`src/rtl/pipe_mem_arbiter.sv`:
```
// Shares one single-port memory between instruction fetch and the MEM stage.
// Data wins ties, except that a waiting fetch always follows a data grant.
module pipe_mem_arbiter #(
  parameter int LAT   = 2,
  parameter int CNT_W = 4
) (
  input  logic        clk,
  input  logic        rst,
  input  logic        if_req,
  input  logic [31:0] if_addr,
  output logic        if_ack,
  output logic [31:0] if_instr,
  input  logic        d_rd,
  input  logic        d_wr,
  input  logic [31:0] d_addr,
  input  logic [31:0] d_wdata,
  input  logic [3:0]  d_be,
  output logic        d_ack,
  output logic [31:0] d_rdata,
  output logic        stall,
  output logic        mem_en,
  output logic        mem_we,
  output logic [3:0]  mem_be,
  output logic [31:0] mem_addr,
  output logic [31:0] mem_wdata,
  input  logic [31:0] mem_rdata
);

  typedef enum logic [1:0] {IDLE, D_ACC, I_ACC, RESP} state_t;

  localparam logic [CNT_W-1:0] LAST_CNT = CNT_W'(LAT - 1);
  localparam logic [CNT_W-1:0] CNT_ONE  = {{(CNT_W-1){1'b0}}, 1'b1};

  state_t           state_q, state_d;
  logic [CNT_W-1:0] cnt_q, cnt_d;
  logic             last_d_q, last_d_d;
  logic             is_d_q, is_d_d;
  logic             we_q, we_d;
  logic [31:0]      addr_q, addr_d;
  logic [31:0]      wdata_q, wdata_d;
  logic [3:0]       be_q, be_d;
  logic [31:0]      if_instr_q, if_instr_d;
  logic [31:0]      d_rdata_q, d_rdata_d;

  logic d_req;
  logic in_acc;

  assign d_req  = d_rd | d_wr;
  assign in_acc = (state_q == D_ACC) || (state_q == I_ACC);

  always_ff @(posedge clk) begin
    if (rst) begin
      state_q    <= IDLE;
      cnt_q      <= '0;
      last_d_q   <= 1'b0;
      is_d_q     <= 1'b0;
      we_q       <= 1'b0;
      addr_q     <= '0;
      wdata_q    <= '0;
      be_q       <= '0;
      if_instr_q <= '0;
      d_rdata_q  <= '0;
    end else begin
      state_q    <= state_d;
      cnt_q      <= cnt_d;
      last_d_q   <= last_d_d;
      is_d_q     <= is_d_d;
      we_q       <= we_d;
      addr_q     <= addr_d;
      wdata_q    <= wdata_d;
      be_q       <= be_d;
      if_instr_q <= if_instr_d;
      d_rdata_q  <= d_rdata_d;
    end
  end

  always_comb begin
    state_d    = state_q;
    cnt_d      = cnt_q;
    last_d_d   = last_d_q;
    is_d_d     = is_d_q;
    we_d       = we_q;
    addr_d     = addr_q;
    wdata_d    = wdata_q;
    be_d       = be_q;
    if_instr_d = if_instr_q;
    d_rdata_d  = d_rdata_q;
    case (state_q)
      IDLE: begin
        // last_d & if_req hands the slot to a fetch that waited behind data
        if (d_req && !(last_d_q && if_req)) begin
          state_d  = D_ACC;
          addr_d   = d_addr;
          wdata_d  = d_wdata;
          be_d     = d_be;
          we_d     = d_wr;
          cnt_d    = '0;
          last_d_d = 1'b1;
          is_d_d   = 1'b1;
        end else if (if_req) begin
          state_d  = I_ACC;
          addr_d   = if_addr;
          be_d     = 4'hF;
          we_d     = 1'b0;
          cnt_d    = '0;
          last_d_d = 1'b0;
          is_d_d   = 1'b0;
        end
      end
      D_ACC, I_ACC: begin
        cnt_d = cnt_q + CNT_ONE;
        if (cnt_q == LAST_CNT) begin
          if (state_q == I_ACC) begin
            if_instr_d = mem_rdata;
          end else if (!we_q) begin
            d_rdata_d = mem_rdata;
          end
          state_d = RESP;
        end
      end
      RESP: begin
        state_d = IDLE;
      end
      default: begin
        state_d = IDLE;
      end
    endcase
  end

  assign mem_en    = in_acc;
  // One write strobe per store, in the first access cycle only
  assign mem_we    = in_acc && we_q && (cnt_q == '0);
  assign mem_addr  = addr_q;
  assign mem_wdata = wdata_q;
  assign mem_be    = be_q;

  assign d_ack    = (state_q == RESP) && is_d_q;
  assign if_ack   = (state_q == RESP) && !is_d_q;
  assign if_instr = if_instr_q;
  assign d_rdata  = d_rdata_q;
  assign stall    = d_req && !d_ack;

endmodule

```
`config.mk`:
```
export PLATFORM = sky130hd
export DESIGN_NAME = pipe_mem_arbiter
export DESIGN_NICKNAME = d
export VERILOG_FILES = /design/src/rtl/pipe_mem_arbiter.sv
export SDC_FILE = /design/constraint.sdc
export NUM_CORES = 1
export LEC_CHECK = 0
export CAP_MARGIN = 30
export CORE_MARGIN = 2
export CORE_UTILIZATION = 35
export DETAILED_ROUTE_END_ITERATION = 12
export GPL_ROUTABILITY_DRIVEN = 0
export PLACE_DENSITY = 0.71
export SYNTH_ARGS = -nofsm -noshare
export SYNTH_HDL_FRONTEND = slang
export SYNTH_SLANG_ARGS = --single-unit
export TNS_END_PERCENT = 10
```
`constraint.sdc`:
```
create_clock -name clk -period 2.05 [get_ports clk]
set_input_delay 0.205 -clock clk [delete_from_list [all_inputs] [get_ports clk]]
set_output_delay 0.205 -clock clk [all_outputs]
set_load 0.005 [all_outputs]
```
==> reports/metrics.cfg, run 1 <==
[timing]
slew_violations = 0
finalSetupTns_ps = 0
max_freq_mhz = 518
clock_skew_ps = 8.01
final_hold_viol_count = 0
setup_viol = 0
tightest_slew_ps = 429
min_period_over_period_pct = 94.2
fin_crit_ps = 1930
slew-limit-headroom_pct = 71.3
fin_ws_ps = 118
rsz0062_at_grt = false

[pwr]
p_seq_share_pct = 35.0
p_per_area_nw_per_um2 = 1080
clkPwrFrac_pct = 30.7
cellLeakagePower_nw = 3.65
p_sw_share_pct = 31.0
p_int_w = 0.00693
combPwrFrac_pct = 34.3
switching_power_w = 0.00312
ir_drop_uv = 508
finalPower_w = 0.0100

[yosys]
synth_cells = 646
synthDominantCellAreaShare_pct = 49.9
ys_top_cells_by_area = dfxtp_1 50%, mux2i_1 12%, a21oi_1 9.1%
syn_nets = 790
syn-mean-instance-area_um2 = 8.69
yosysWarnings = 0
synth_seq_cells = 140
synth_flop_cell = dfxtp_1
synth_edf_count = 0
synthDistinctLibCells = 33
syn_area_um2 = 5610
synth_seq_area_share_pct = 49.9
synth_top_area_cell = dfxtp_1
async_reset_ff_share_pct = 0

[clock_network]
cts_tree = built
clkTransAtPathRegs_ps = 70
cts.htree.levels = 4
root_buffer = clkbuf_16
clk-insertion-delay-late_ps = 420
cts_num_sinks = 140
cts_buffers = 17
clock_path_buffers = 2
postCtsHoldBufs = 0
postCtsSetupRepairBufs = 0

[critical_path]
cp.buffers_inverters = 2
worstPathArrival_ps = 1730
cp_max_fo = 4
cp_slowest_cell = dfxtp_2
r2r-start = state_q[0]
cp-startpoint = state_q[0]
cp_top_family = simple AND/OR/NAND/NOR gates
critPathRequiredTime_ps = 1850
path_class = reg2out
max_stage_delay_ps = 340
crit_chain = inv_1, ha_1, nor3b_2, and3_1, clkdlybuf4s15_1
cp-end-kind = output port
worstSetupStartpointType = flip-flop

[route]
wire_per_inst_um = 14.8
initialDrtViolationCount = 275
drtAntennaViolNets = 0
num_vias = 5480
wl_um = 16800
firstDrtPassIters = 4
drc = 0
routed_via_density = 4.83

[cells_and_area]
multi_input_area_um2 = 2580
syn_to_final_growth_pct = 65.8
num-nets-final = 1050
design_area_um2 = 9300
num_antenna_cells = 0
layout-drive-gt1-share_pct = 7.29
regArea_um2 = 2810
fillCellCount = 1463

[place]
dpl.hpwl_um = 11700
post-place-ws_ps = 140
io_buffer_count = 273
dpl_cell_area_um2 = 8700

[outcome]
status = finished clean

[floorplanning]
start_util_pct = 35.6
placementRows = 46
die_x_um = 131
core_um2 = 15800
io_pins = 274
die_y_um = 131
die_area_um2 = 17100

[min_path]
hp-start = d_addr[19]
min_path_type = in2reg

[global_routing]
grt_pass1_wl_um = 26100
grt_max_degree = 66
grt-ovfl-total = 0
antenna_found_initial = 0
grt_pass1_vias = 5237
gr-usage-all-layers_pct = 19.4

[job]
drv_cap = 0

## state kept, by name, indices dropped and copies added (netlist names)
name and flops:
mem_be 4, we_q 1, mem_addr 32, state_q 2, d_rdata 32, if_instr 32, cnt_q 4, is_d_q 1
mem_wdata 32
## power groups by stage
stage	sequential, W	clock, W	combinational, W
floorplan	0.00358	0	0.00158
global placement	0.00356	0	0.00346
detailed placement	0.00356	0	0.00348
CTS	0.00352	0.00315	0.00348
global route	0.00358	0.00327	0.00379
finish	0.00352	0.00308	0.00345
## cell type report
cell class                      count  area share [%]
Sequential cell                   140            30.2
Multi-Input combinational cell    445            27.7
Clock inverter                     12            1.49
Timing Repair Buffer              296            32.5
Inverter                            6           0.256
Clock buffer                       20            4.91
Tap cell                          216            2.90
## cells in the final DEF (no fill, tap or decap), types with 2 or more instances in the layout
master / instances
dfxtp_2: 2
o221a_2: 3
bufinv_16: 2
nor2_1: 7
a21oi_1: 102
ha_1: 7
dlygate4sd2_1: 2
clkinv_2: 3
inv_6: 2
clkinv_4: 5
dfxtp_1: 138
nand3_1: 36
buf_4: 13
nand2_1: 132
o21ai_0: 33
o21ai_1: 35
nor3_1: 2
clkdlybuf4s50_1: 270
or4b_1: 2
buf_12: 10
clkbuf_16: 17
mux2i_1: 66
clkbuf_8: 2
inv_1: 5
nor2b_1: 4
## metrics by stage
stage	instances	hold slack [ps]	util, %
3_5_place_dp	1103	448	55.2
6_report	1135	322	59.0
4_1_cts	1135	309	59.0
3_3_place_gp	1103	442	55.2
5_1_grt	1135	319	59.0
2_1_floorplan	646	339	-
## worst min-delay path, delay by kind of cell
family,cells,cell delay [ps]
buffers and inverters,1,390
AND/OR/NAND/NOR,1,50
AO/OA/AOI/OAI,1,50
## cell usage after synthesis, types with 3 or more instances
library cell and number:
dfxtp_1 140, nand2_1 132, a21oi_1 102, mux2i_1 66
nand3_1 37, o21ai_1 35, o21ai_0 33, clkbuf_1 25
buf_2 23, ha_1 7, nor2_1 7, inv_1 5
buf_1 4, nor2b_1 4, buf_4 3, o221a_2 3
## kinds of logic after synthesis
family,Yosys count,synth area share [%]
mux,66,11.8
simple gates,190,14.5
compound gates,182,17.5
buf+inv,61,4.79
flops,140,49.9
fa+ha+maj,7,1.56
## timing repair
action                     CTS  global route
resized for setup            4             3
setup endpoints to repair    3             3
pin swaps                    0             1
## layer usage
layer	track usage [%]	up-vias	routed length [um]
met2	29.7	202	7670
met4	7.26	0	368
met5	0	-	0
met1	24.5	2497	7350
met3	7.98	27	1400
li1	-	2754	-
## worst paths after layout
path	slack, ps	end	cells past startpoint
setup / recovery	120	mem_we	5
hold / removal	320	mem_addr[19]	3
setup reg to reg	250	if_instr[29]	7
hold reg to reg	450	if_instr[0]	2
No activity file was read; power rests on OpenSTA's default activity.
==> run 2, diff against run 1 <==
--- a/config.mk
+++ b/config.mk
@@ -8,6 +8,7 @@
 export CAP_MARGIN = 30
 export CORE_MARGIN = 2
 export CORE_UTILIZATION = 35
+export CTS_CLUSTER_DIAMETER = 120
 export DETAILED_ROUTE_END_ITERATION = 12
 export GPL_ROUTABILITY_DRIVEN = 0
 export PLACE_DENSITY = 0.71
==> results of run 2 <==
Same layout as run 1: the final DEF is identical, and so are final timing and power.
==> run 3, diff against run 2 <==
--- a/config.mk
+++ b/config.mk
@@ -5,6 +5,7 @@
 export SDC_FILE = /design/constraint.sdc
 export NUM_CORES = 1
 export LEC_CHECK = 0
+export ABC_CLOCK_PERIOD_IN_PS = 2050
 export CAP_MARGIN = 30
 export CORE_MARGIN = 2
 export CORE_UTILIZATION = 35
==> results of run 3 <==
Same layout as run 1: the final DEF is identical, and so are final timing and power.
==> patch: new RTL, settings of run 3 <==
The parameter `CNT_W` goes from 4 to 6.
--- a/src/rtl/pipe_mem_arbiter.sv
+++ b/src/rtl/pipe_mem_arbiter.sv
@@ -2,7 +2,7 @@
 // Data wins ties, except that a waiting fetch always follows a data grant.
 module pipe_mem_arbiter #(
   parameter int LAT   = 2,
-  parameter int CNT_W = 4
+  parameter int CNT_W = 6
 ) (
   input  logic        clk,
   input  logic        rst,
Check against the original RTL: same outputs for any inputs over 4 cycles, from zero or initial values and one cycle with rst high; that may be too few to reach the edited logic, so the function may still have changed.
==> patch against run 3 <==
  * Routed wire length decreased by 1.5%
  * First-iteration DRC count decreased by 9.5%
  * Setup slack got worse by 0.026 ns
  * Die area decreased by 0.90%
  * Sequential cell count increased by 2
  * Design area decreased by 1.0%
  * Synthesized area decreased by 0.94%
  * Total power increased by 6.2%
  * Global-route usage about the same
==> patch: results (changes against run 3) <==
stage;metric;value;unit;change
outcome;status;finished, final reports clean;;
global_routing;first-pass GRT wire length;25600;um;-2.0%
detailed_routing;DRT iter0 DRCs;249;;-9.5%
clock_tree;Post-CTS Setup Bufs;0;;unchanged
global_routing;initial antenna violation count;0;;unchanged
critical_path;Crit Path Max Fanout;4;;unchanged
clock_tree;H-tree depth;4;;unchanged
synth;async set-reset flop share out of synthesis;0;%;unchanged
global_routing;met1 Use GR;22.1;%;-2.3 points
placement;Cell Area, Placed;8550;um^2;-1.8%
placement;dpl hpwl;11900;um;+1.6%
final_layout;diode count;0;;unchanged
final_layout;share of cells above drive strength 1;7.54;%;+0.25 points
timing;Worst slew margin;69.9;%;-1.4 points
timing;Clock Skew;0.00750;ns;-0.000506 ns
power;Sw Share;31.0;%;about the same
synth;adder-cell share of the synthesized area;1.58;%;+0.015 points
clock_tree;clk slew on worst S/H paths;0.07;ns;about the same
synth;post-synthesis xor/xnor area fraction;0.473;%;+0.47 points
synth;synth warn;0;;unchanged
synth;EDFF count, synth;0;;unchanged
placement;# port buffers;273;;unchanged
detailed_routing;via count;5374;;-1.9%
global_routing;Tot GR Track Use;19.4;%;+0.034 points
global_routing;grt met3 use;6.89;%;-1.1 points
synth;post-synth cell types;37;;+12%
clock_tree;root buf cell;clkbuf_16;;
power;peak supply drop;0.570;mV;+12%
synth;Post-synth top cells;nand2_1 (198), dfxtp_1 (142), a21oi_1 (100), nor2_1 (48), mux2i_1 (32);;
global_routing;met2 usage;32.9;%;+3.1 points
clock_tree;Clock Path Buffers;2;;unchanged
synth;sequential share of the synthesized area;51.1;%;+1.2 points
synth;syn nets;799;;+1.1%
clock_tree;CTS resizes;5;;+1
synth;Compound-Gate Fraction of Synth Area;16.2;%;-1.3 points
synth;Post-Synthesis Cells;655;;+1.4%
global_routing;largest net degree at the start of global routing;59;;-11%
power;leak pwr;3.45;nW;-5.3%
global_routing;vias in the first global route;5078;;-3.0%
detailed_routing;drt wl/cell;14.5;um;-2.3%
synth;largest cells by area after synthesis;dfxtp_1 (51%), nand2_1 (13%), a21oi_1 (9.0%);;
synth;post-synthesis mux area share;5.76;%;-6.0 points
clock_tree;clk_lat worst skew;0.42;ns;about the same
critical_path;Critical Path AT;1.75;ns;+0.02 ns
detailed_routing;DR pass1 iterations;4;;unchanged
synth;ys flop type;dfxtp_1;;
detailed_routing;vias per cell;4.70;;-2.7%
hold_path;Hold Path Class;in -> reg;;
final_layout;final net count;1059;;+0.86%
clock_tree;CTS Buf Count;17;;unchanged
==> patch: cell types whose count changed after synthesis, sizes merged, moves of 6 or more <==
cell / before / now
nand3: 37 / 3
o21ai: 68 / 2
a211oi: 0 / 34
mux2i: 66 / 32
buf: 30 / 24
nor2: 7 / 48
nand2: 132 / 198
==> patch: cell type report <==
class                   count  area [um^2]
flip-flops and latches    142         2840
repair buffers            292         2970
clock inverters            14          205
fillers                  1415         6500
well taps                 216          270
inverters                   6         22.5
multi-input cells         456         2450
clock buffers              18          439
==> patch: power by group through the flow <==
stage / registers, W / clock network [W] / logic [W]
global route: 0.00364 / 0.00353 / 0.00415
global placement: 0.00362 / 0 / 0.00372
finish: 0.00358 / 0.00334 / 0.00375
CTS: 0.00358 / 0.00342 / 0.00381
floorplan: 0.00364 / 0 / 0.00190
detailed placement: 0.00363 / 0 / 0.00377
==> patch: stage by stage <==
step                setup WS (ns)  power (W)
detailed placement          0.122    0.00740
finish                     0.0917     0.0107
CTS                        0.0182     0.0108
global route             -0.00750     0.0113
floorplan                   0.343    0.00554
global placement            0.173    0.00733
==> patch: layer usage <==
| layer | up-vias | share of wire, % |
|---|---|---|
| li1 | 2719 | - |
| met1 | 2412 | 40 |
| met2 | 220 | 49 |
| met3 | 23 | 9.2 |
| met4 | 0 | 2.2 |
| met5 | - | 0 |
==> patch: final timing paths <==
path / startpoint / end / slack (ns) / cells past startpoint
max: state_q[1] / stall / 0.09 / 4
max reg2reg: state_q[0] / state_q[0] / 0.38 / 6
min reg2reg: if_instr[15] / if_instr[15] / 0.45 / 2
min: rst / mem_be[0] / 0.22 / 2
==> patch: critical path: stages (launching register included) <==
cell	delay [ns]
dfxtp_2	0.33
ha_1	0.18
and2_1	0.20
nor2_1	0.11
clkdlybuf4s50_1	0.51
